File: src/rtl/common_types_pkg.sv
// Shared scalar types plus the writeback-stage load/FSM types.
package common_types_pkg;
  typedef logic [31:0] word_t;
  typedef logic [4:0]  regbits_t;

  typedef enum logic [2:0] {LB, LH, LW, LBU, LHU} load_type_t;
  typedef enum logic       {IDLE, WAIT_LOAD}     wb_state_t;

  // Load context held while the data-memory response is outstanding
  typedef struct packed {
    regbits_t   rd;
    logic [2:0] funct3;
    logic [1:0] addr_lo;
  } load_req_t;

  // Undefined width encodings (011, 110, 111) fall back to a full word
  function automatic load_type_t decode_load(input logic [2:0] f3);
    case (f3)
      3'b000:  return LB;
      3'b001:  return LH;
      3'b100:  return LBU;
      3'b101:  return LHU;
      default: return LW;
    endcase
  endfunction
endpackage

File: src/rtl/register_file_if.sv
// Register-file write port; the register file samples it on the falling edge.
interface register_file_if;
  import common_types_pkg::*;
  logic     wen;
  regbits_t wsel;
  word_t    wdat;
  modport writeback (output wen, wsel, wdat);
  modport regfile   (input  wen, wsel, wdat);
endinterface

File: src/rtl/load_align.sv
// Selects the addressed byte/half of a load word and sign/zero-extends it.
module load_align
  import common_types_pkg::*;
(
  input  word_t      word,
  input  logic [2:0] funct3,
  input  logic [1:0] addr_lo,
  output word_t      ext
);
  logic [7:0]  b;
  logic [15:0] h;

  // Lane select then extension; half lane ignores addr_lo[0]
  always_comb begin
    b = word[{addr_lo, 3'b000} +: 8];
    h = addr_lo[1] ? word[31:16] : word[15:0];
    case (decode_load(funct3))
      LB:      ext = {{24{b[7]}}, b};
      LBU:     ext = {24'h0, b};
      LH:      ext = {{16{h[15]}}, h};
      LHU:     ext = {16'h0, h};
      default: ext = word;
    endcase
  end
endmodule

File: src/rtl/writeback_stage.sv
// Final pipeline stage: retires ALU results directly, waits for load data,
// and drives a registered register-file write port.
module writeback_stage
  import common_types_pkg::*;
#(
  parameter int TIMEOUT = 16
) (
  input  logic        clk,
  input  logic        nrst,
  input  logic        in_valid,
  output logic        in_ready,
  input  logic [4:0]  in_rd,
  input  logic        in_is_load,
  input  logic [2:0]  in_funct3,
  input  logic [1:0]  in_addr_lo,
  input  logic [31:0] in_result,
  input  logic        dmem_rvalid,
  input  logic [31:0] dmem_rdata,
  output logic        rf_wen,
  output logic [4:0]  rf_wsel,
  output logic [31:0] rf_wdat,
  output logic        pending_valid,
  output logic [4:0]  pending_rd,
  output logic        bus_err,
  output logic [31:0] retire_count
);
  localparam int             CW      = $clog2(TIMEOUT);
  localparam logic [CW-1:0]  TO_LAST = CW'(TIMEOUT - 1);

  wb_state_t      state;
  load_req_t      req;
  logic [CW-1:0]  cnt;
  word_t          ld_word;
  logic           acc_alu, acc_ld, ld_done, ld_tmo;

  register_file_if rf_if ();

  load_align u_align (
    .word    (dmem_rdata),
    .funct3  (req.funct3),
    .addr_lo (req.addr_lo),
    .ext     (ld_word)
  );

  assign in_ready      = (state == IDLE);
  assign acc_alu       = in_ready && in_valid && !in_is_load;
  assign acc_ld        = in_ready && in_valid && in_is_load;
  // Response wins over a timeout landing on the same edge
  assign ld_done       = (state == WAIT_LOAD) && dmem_rvalid;
  assign ld_tmo        = (state == WAIT_LOAD) && !dmem_rvalid && (cnt == TO_LAST);
  assign pending_valid = (state == WAIT_LOAD) && (req.rd != 5'd0);
  assign pending_rd    = pending_valid ? req.rd : 5'd0;

  assign rf_wen  = rf_if.wen;
  assign rf_wsel = rf_if.wsel;
  assign rf_wdat = rf_if.wdat;

  // Load FSM: latch load context, count wait cycles, abort on timeout
  always_ff @(posedge clk or negedge nrst) begin
    if (!nrst) begin
      state   <= IDLE;
      req     <= '0;
      cnt     <= '0;
      bus_err <= 1'b0;
    end else begin
      bus_err <= ld_tmo;
      if (acc_ld) begin
        state <= WAIT_LOAD;
        req   <= '{rd: in_rd, funct3: in_funct3, addr_lo: in_addr_lo};
        cnt   <= '0;
      end else if (ld_done || ld_tmo) begin
        state <= IDLE;
      end else if (state == WAIT_LOAD) begin
        cnt <= cnt + 1'b1;
      end
    end
  end

  // Registered write port and retire counter; x0 retires but never writes
  always_ff @(posedge clk or negedge nrst) begin
    if (!nrst) begin
      rf_if.wen    <= 1'b0;
      rf_if.wsel   <= '0;
      rf_if.wdat   <= '0;
      retire_count <= '0;
    end else begin
      rf_if.wen <= 1'b0;
      if (acc_alu) begin
        rf_if.wen    <= (in_rd != 5'd0);
        rf_if.wsel   <= in_rd;
        rf_if.wdat   <= in_result;
        retire_count <= retire_count + 32'd1;
      end else if (ld_done) begin
        rf_if.wen    <= (req.rd != 5'd0);
        rf_if.wsel   <= req.rd;
        rf_if.wdat   <= ld_word;
        retire_count <= retire_count + 32'd1;
      end
    end
  end
endmodule

File: config.mk
export PLATFORM = sky130hd
export DESIGN_NAME = writeback_stage
export DESIGN_NICKNAME = d
export VERILOG_FILES = /design/src/rtl/common_types_pkg.sv /design/src/rtl/register_file_if.sv /design/src/rtl/load_align.sv /design/src/rtl/writeback_stage.sv
export SDC_FILE = /design/constraint.sdc
export NUM_CORES = 1
export LEC_CHECK = 0
export CAP_MARGIN = 30
export CORE_ASPECT_RATIO = 1.1
export CORE_MARGIN = 8
export CORE_UTILIZATION = 40
export DETAILED_ROUTE_END_ITERATION = 10
export GPL_TIMING_DRIVEN = 0
export PLACE_DENSITY_LB_ADDON = 0.3
export SYNTH_ARGS = -nofsm -noshare
export SYNTH_HDL_FRONTEND = slang
export SYNTH_SLANG_ARGS = --single-unit
File: constraint.sdc
create_clock -name clk -period 2.2 [get_ports clk]
set_input_delay 0.44 -clock clk [delete_from_list [all_inputs] [get_ports clk]]
set_output_delay 0.44 -clock clk [all_outputs]
set_load 0.1 [all_outputs]
Word-level counts from Yosys, hierarchy flattened

Index checks and enable logic that the tools add are counted.
Widths: inputs -> output; s select.

Output and inout port bits: 78
Word-level logic and storage cells: 57
Flip-flop bits (word level): 86

Bitwise operators: 1
Reduce and logical (&&, ||, !) cells: 18
Shifts and indexed selects: 1
Equality and inequality tests: 8
$add $sub $neg: 2
Muxes and demuxes: 17

Operator list:

| kind                  | count |
|---|---|
| $mux 32               | 4 |
| $pmux 32 s4           | 1 |
| $add 32x1->32 const B | 1 |
| $shiftx 32x6->8       | 1 |
| $mux 16               | 1 |
| $mux 5                | 3 |
| $mux 4                | 3 |
| $pmux 3 s4            | 1 |
| $reduce_bool 5->1     | 2 |
| $eq 3x3->1 const B    | 3 |
| $logic_and 1x1->1     | 7 |
| $eq 3x1->1 const B    | 2 |
| $logic_not 3->1       | 2 |
| $reduce_bool 2->1     | 3 |
| $add 4x1->4 const B   | 1 |
| $eq 4x4->1 const B    | 1 |
| $mux 1                | 4 |
| $eq 3x2->1 const B    | 1 |
| $logic_not 1->1       | 2 |
| $ne 2x2->1 const B    | 1 |
| $reduce_and 2->1      | 1 |
| $logic_or 1x1->1      | 1 |
| $not 1->1             | 1 |

Logic depth before layout (Yosys ltp)

Depth after elaboration: 6
Mapped depth: 7
Gate-level depth less buffers: 6

Hierarchy

From an unflattened synthesis, not the netlist that was laid out.

Cell total of the unflattened synthesis: 510
Area total of the unflattened synthesis: 4,645.7 µm²

By module, submodules not included:

| module          | times used | area an instance (µm²) | cells each |
|---|---|---|---|
| writeback_stage | 1          | 3,798.6                | 382 |
| load_align      | 1          | 847.1                  | 128 |

Least setup slack after synthesis

No wires, ideal clock.

Kind: reg-to-reg
Start: register retire_count[7]
End: register retire_count[31]
Cell stages (with the launch flop): 7
Path buffers: 1
Clock period less this slack: 2.601 ns
Arrival time: 2.440 ns
Setup slack: -0.401 ns
Cell sequence: dfrtp_1 nand4_1 or3_1 or3_1 buf_2 nor3_2 xor2_1

Cells in the longest elaborated chain, start to end: 3

RTL lines:

| element                  | line                                         | source |
|---|---|---|
| start: declaration       | writeback_stage.sv:25                        | `output logic [31:0] retire_count` |
| start signal: assignment | writeback_stage.sv:92                        | `retire_count <= retire_count + 32'd1;` |
| start signal: assignment | writeback_stage.sv:97                        | `retire_count <= retire_count + 32'd1;` |
| $add 32x1->32 (*)        | writeback_stage.sv:92, writeback_stage.sv:97 |  |
| $mux 32                  | writeback_stage.sv:93                        | `end else if (ld_done) begin` |
| $mux 32 (*)              | writeback_stage.sv:88                        | `if (acc_alu) begin` |

Mark *: on every way between the ends. The rest lies on a longest branch, timed or not. The select of a mux whose other input is x is not followed.
A chain may end at the register's enable or synchronous reset.

Worst setup path in the final report

Start: register req[7] (netlist bit)
End: output port pending_valid

Cells in the longest elaborated chain, start to end: 2

RTL lines:

| element                  | line                  | source |
|---|---|---|
| start: declaration       | writeback_stage.sv:31 | `load_req_t req;` |
| start signal: assignment | writeback_stage.sv:69 | `req <= '{rd: in_rd, funct3: in_funct3, addr_lo: in_addr_lo};` |
| $reduce_bool 5->1        | writeback_stage.sv:51 | `assign pending_valid = (state == WAIT_LOAD) && (req.rd != 5'd0);` |
| $logic_and 1x1->1        | writeback_stage.sv:51 |  |
| end: declaration         | writeback_stage.sv:22 | `output logic pending_valid,` |

No other way between the ends.

==> key figures <==
Global route
  • Global-route wire length before repair: roughly 23000 um
  • Grt total ovfl: 0
  • Initial antenna violation count: 0
  • GRT Util Overall: approximately a fifth
  • Vias in the first global route: around 4500
  • Largest net degree at the start of global routing: 46

CTS
  • Clock Tree Buf Depth: 2
  • TritonCTS Buffers: 9
  • Worst-skew pair later-pin latency: around 0.34 ns
  • CTS tree: done
  • CTS Sinks: between 80 and 90
  • Hold-fix buffers, CTS: 0
  • CTS H-tree depth: 3
  • Clock Tree Root: clkbuf_16
  • Worst-path clk slew: about 0.060 ns

Route
  • Vias: about 4300
  • Final wirelength: about 15000 um
  • Pre-antenna DRT Iters: 7
  • DR DRC count: 0
  • Drt wl/cell: about 18 um
  • Iter 0 DRT Violations: roughly 340
  • Antenna-violating nets left: 0
  • Vias/cell: roughly 5.3

Logic synthesis
  • Main combinational cell family by area after synthesis: simple AND/OR/NAND/NOR gates
  • Ys Warns: 0
  • Simple-gate portion of the synthesized area: about a quarter
  • Synthesized area per cell: between 8 and 9 um^2
  • Cell count after synthesis: 490
  • #FFs+latches synth: 86
  • Yosys cell types: 43
  • Syn Nets: around 570
  • Post-Synth Adder-Cell Area: less than 1%
  • Mux contribution to synthesized area: between 1.5 and 2%
  • Register area share after synthesis: about half
  • Synth Cell Area: 4370 um^2
  • Synth Area in XOR/XNOR: under 10%
  • Synth Area in Compound Gates: 13.8%

Floorplanning
  • Top-Level Pins: ~160
  • Row Count: 40
  • Die width: roughly 120 um
  • Initial core utilization: 40.6%
  • Core box area: between 10000 and 15000 um^2
  • Die ar.: about 15000 um^2
  • Die Ht: 126 um

Placed design
  • DP HPWL: between 10000 and 15000 um
  • Port-buffer cells: between 150 and 200
  • RePlAce Congestion: 0.859

Run status
  • Status: complete, no violations

Critical path
  • CP max FO: 4
  • Endpoint class of the critical path: output port
  • CP Launch Type: register
  • Crit path DAT: 1.71 ns
  • Worst path required time: roughly 1.8 ns
  • Crit Path Class: register to output port

Finish
  • Area of the multi-input gates: ~2100 um^2
  • Most common cell after layout, fill and taps aside: nand2_1
  • Layout fillers: approximately 960
  • P&R area growth vs syn: 47.8%
  • Final #Nets: 743
  • Share of cells above drive strength 1: approximately 11%
  • Most frequent cells in the layout: nand2_1 (128), clkdlybuf4s50_1 (75), dlygate4sd2_1 (73), dfrtp_1 (63), nor2_1 (27)
  • Register area: 2190 um^2
  • Diodes inserted: 0

Pwr
  • P per Cell Area: 1090 nW/um^2
  • Peak supply drop: between 700 and 800 uV
  • Static Leak: between 2 and 3 nW
  • PnR Total Power: roughly 7 mW

Timing
  • Final Max Tran Viols: 0
  • Period minus WS final: around 2.1 ns
  • Fmax: between 0.4 and 0.5 GHz
  • Worst Max-Slew Pin Slew: ~1.0 ns
  • Tcrit/Tclk final: between 90 and 100%
  • Fin Setup TNS: 0 ns
  • Worst Skew: about 0.0063 ns
  • Final Setup Violations: 0
  • Slew HR: a little under a third
  • Final hold vios: 0

Min path
  • HP Class: primary input to asynchronous set/reset pin

Run
  • Max-cap violation count: 0
-- cell families (layout without fill, tap and decap cells) --
family                     count (synthesis)  in the layout
and+or+nand+nor                          229            229
AOI/OAI and AO/OA                         87             87
DFF                                       86             86
buffers and inverters                     45            222
xor gates and xnor gates                  34             34
muxes                                      7              7
adders and majority gates                  2              2
-- power by group --
group / switching [mW] / internal, mW / total, mW
clock: 0.609 / 0.826 / 1.44
combinational: 2.70 / 0.719 / 3.42
sequential: 0.250 / 1.90 / 2.15
total: 3.56 / 3.44 / 7.00
-- sequential cells by signal, indices dropped and copies added, names as in the netlist --
register / cells
req: 10
retire_count: 32
cnt: 4
rf_wen: 1
state: 1
rf_wdat: 32
rf_wsel: 5
bus_err: 1
-- per-stage QoR --
stage,hold WS (ns),utilization (%),instances,instance area [um^2],setup slack [ns]
floorplan,0.144,-,490,4410,-0.0304
global placement,0.461,57.2,793,6150,-2.98
detailed placement,0.463,57.4,794,6180,-0.769
CTS,0.105,59.9,814,6440,-0.189
global route,0.140,60.0,814,6450,-0.00617
finish,0.0917,60.0,814,6450,0.0546
-- per-layer routing --
layer / GRT usage [%] / vias up / wire length [um]
met5: 0 / - / 0
met1: 24.8 / 2046 / 6110
met3: 5.34 / 28 / 1270
li1: - / 2028 / -
met4: 10.2 / 0 / 460
met2: 33.3 / 189 / 6970
-- timing repair --
action                                  4_1_cts  5_1_grt
pin swaps                                     2        1
endpoints found under the setup margin      129       23
buffers inserted                              4        0
resized for setup                           103       12
-- cells in the mapped netlist --
master,number,share of area [%]
or3b_4,1,0.26
or2_1,1,0.14
nor3_1,14,1.6
nand2b_1,3,0.43
inv_2,1,0.086
clkbuf_1,26,2.2
o221ai_1,5,1.0
a221oi_1,8,1.6
inv_1,14,1.2
mux4_2,1,0.52
a2111oi_4,1,0.63
nor3b_1,6,1.0
buf_2,3,0.34
xor2_1,15,3.0
nand3_1,11,1.3
o21ai_0,26,3.0
buf_1,1,0.086
and2_1,6,0.86
a21o_1,1,0.17
dfrtp_1,86,49
nand2_1,129,11
nor2b_1,4,0.57
or3_1,5,0.72
nor3_2,2,0.46
a211o_1,1,0.20
a31oi_1,2,0.29
mux2i_1,5,1.1
a22oi_1,9,1.5
nand4_1,9,1.3
xnor2_1,19,3.8
o2111ai_1,1,0.20
o21bai_1,1,0.17
or4_1,2,0.34
and4_1,2,0.40
mux2_2,1,0.26
ha_1,2,0.57
a21oi_1,16,1.8
nor2_1,29,2.5
a2111oi_0,1,0.20
or2_2,2,0.29
a32oi_1,13,2.6
and3_1,3,0.43
a211oi_1,2,0.34
-- final cells by class --
cell class	instances	area share, %
Buffer	30	1.90
Timing Repair Buffer	161	23.7
Clock inverter	3	0.291
Inverter	15	0.873
Tap cell	147	2.85
Sequential cell	86	33.9
Multi-Input combinational cell	359	32.4
Clock buffer	13	4.03
-- path summary, 6_finish.rpt --
kind / from / to / slack (ns) / cells past startpoint
max: req[7]$_DFFE_PN0P_ / pending_valid / 0.05 / 4
min: nrst / retire_count[14]$_DFFE_PN0P_ / 0.09 / 1
max reg2reg: state$_DFFE_PN0P_ / retire_count[31]$_DFFE_PN0P_ / 0.12 / 6
min reg2reg: retire_count[31]$_DFFE_PN0P_ / retire_count[31]$_DFFE_PN0P_ / 0.46 / 1
max in group asynchronous: nrst / retire_count[20]$_DFFE_PN0P_ / 1.49 / 2
min in group clk: retire_count[31]$_DFFE_PN0P_ / retire_count[31]$_DFFE_PN0P_ / 0.46 / 1
-- worst max-delay path: stages, from the launching register on --
cell and delay, ns:
dfrtp_1 0.40, or4_1 0.53, nor2_1 0.15, nor2_2 0.05, buf_4 0.23
Note: power is estimated with default switching activity, not from simulation.
==> edit (config.mk and constraints unchanged) <==
`TIMEOUT`: 16 -> 32.
--- a/src/rtl/writeback_stage.sv
+++ b/src/rtl/writeback_stage.sv
@@ -3,7 +3,7 @@
 module writeback_stage
   import common_types_pkg::*;
 #(
-  parameter int TIMEOUT = 16
+  parameter int TIMEOUT = 32
 ) (
   input  logic        clk,
   input  logic        nrst,
Function: no difference found for any inputs over 10 cycles, from zero or initial values and one cycle with nrst low; that may be too few to reach the edited logic, so the function may still have changed.
==> edit against the unedited design <==
- worst setup slack better by 0.0085 ns
- final cell count is 5.5% lower
- cell area is 0.33% lower
- sequential cell count is 1 higher
- area after synthesis is 1.3% higher
- critical path depth stayed put
- power is 0.57% higher
- wire length is 1.6% lower
- critical path type unchanged
- core utilization is 0.75 points lower
- first-iteration DRC count is 23% lower
==> edit: results (changes against the unedited design) <==
gp_congestion: 0.882  # was 0.859
relSlewSlack_pct: 32.7  # was 31.3%
grt_max_degree: 55  # was 46
synth_area_leaders: "dfrtp_1 (49%), nand2_1 (6.5%), xnor2_1 (4.7%), a22oi_1 (3.2%), mux2_2 (3.1%)"  # was dfrtp_1 (49%), nand2_1 (11%), xnor2_1 (3.8%), xor2_1 (3.0%), o21ai_0 (3.0%)
power_leakage_nw: 2.92  # was 2.89 nW
totalWireLength_um: 14600  # was 14800 µm
irDropWorstVdd_uv: 791  # was 778 µV
fill_cells: 969  # was 964
drtIter0Drc: 259  # was 338
finalNetCount: 699  # was 743
dpl-instance-area_mm2: 0.00621  # was 0.00618 mm²
r2r_cells: 8  # was 6
drive_gt1_share_pct: 12.7  # was 11.1%
hold_ws_ns: 0.0436  # was 0.0917 ns
synth_commonest_cells: "dfrtp_1 (87), nand2_1 (77), a21oi_1 (26)"  # was nand2_1 (129), dfrtp_1 (86), nor2_1 (29)
grt_pass1_vias: 4267  # was 4485
grt_pass1_wl_um: 23100  # was 23300 µm
regToRegEndpoint: "rf_wdat[3]"  # was retire_count[31]
p_int_mw: 3.50  # was 3.44 mW
viasPerCell: 5.37  # was 5.27
ys_seq_area_share_pct: 49.2  # was 49.3%
synthCells: 448  # was 490
reg2reg_slack_ns: 0.17  # was 0.12 ns
grt_usage_pct: 20.1  # was 20.6%
port_buffers: 155  # was 156
dp_hpwl_um: 11300  # was 11500 µm
first_pass_iters: 5  # was 7
placed_cells: 751  # was 794
setup_slack_ns: 0.0631  # was 0.0546 ns
status: "finished, final reports clean"  # unchanged
routed-via-count: 4129  # was 4291
synth_nets: 530  # was 571
ys_types: 45  # was 43
[edit: changes by cell type after synthesis, sizes merged, moves of 6 or more]
cell	change
buf	+6
and3	+7
inv	-8
a22oi	+10
xor2	-6
mux2	+11
a221oi	-8
a21oi	+11
nand2	-52
clkbuf	-7
or3	+7
nor2	-14
nor3	-10
[edit: area by class of cell]
| cell class | count | share of cell area, % |
|---|---|---|
| sequential | 87 | 34.2 |
| multi-input combinational | 324 | 32.8 |
| timing repair buffer | 158 | 23.4 |
| clock buffer | 12 | 3.83 |
| tap | 147 | 2.86 |
| buffer | 29 | 2.12 |
| inverter | 8 | 0.467 |
| clock inverter | 4 | 0.350 |
[edit: stage by stage]
stage	util (%)	TNS [ns]
after global placement	57.0	-231.52
after CTS	59.0	0
after global routing	59.2	0
after floorplan	-	0
after detailed placement	57.2	-14.65
final	59.2	0
[edit: logic make-up after synthesis]
logic type,after synthesis,synth area share (%)
AO/OA/AOI/OAI,107,16.4
XOR/XNOR,33,6.53
adder cells (fa/ha/maj),3,0.848
buffers and inverters,37,3.56
flip-flops,87,49.2
multiplexers,17,5.03
AND/OR/NAND/NOR,164,18.4
[edit: metal layers]
metal	wire length [µm]	share of wire [%]	global-route usage, %
met1	6130	42	25.0
met2	6960	48	32.4
met3	1130	7.8	5.32
met4	358	2.5	7.94
met5	0	0	0
[edit: timing repair]
item	4_1_cts	5_1_grt
gates resized for setup	99	8
hold buffers	0	0
endpoints found under the setup margin	89	16
cloned	0	0
setup buffers	2	0
pin swaps	1	0
[edit: critical path, stage by stage, from the launching register on]
cell and delay, ns:
dfrtp_1 0.41, or4_1 0.58, nor2_4 0.14, nor2_4 0.04, buf_6 0.18
[edit: power groups by stage]
stage	sequential, mW	clock [mW]	combinational (mW)
6_report	2.19	1.39	3.46
5_1_grt	2.23	1.49	3.61
4_1_cts	2.18	1.41	3.47
3_5_place_dp	2.22	0	3.64
3_3_place_gp	2.21	0	3.61
2_1_floorplan	3.96	0	0.874
[edit: worst max path at each step]
stage,start,end,slack [ns]
5_1_grt,in_valid,rf_wdat[2],0.007
3_5_place_dp,in_valid,rf_wdat[3],-0.42
3_3_place_gp,nrst,retire_count[8],-2.80
2_1_floorplan,retire_count[12],retire_count[25],0.009
6_report,req[7],pending_valid,0.06
4_1_cts,req[7],pending_valid,0.03
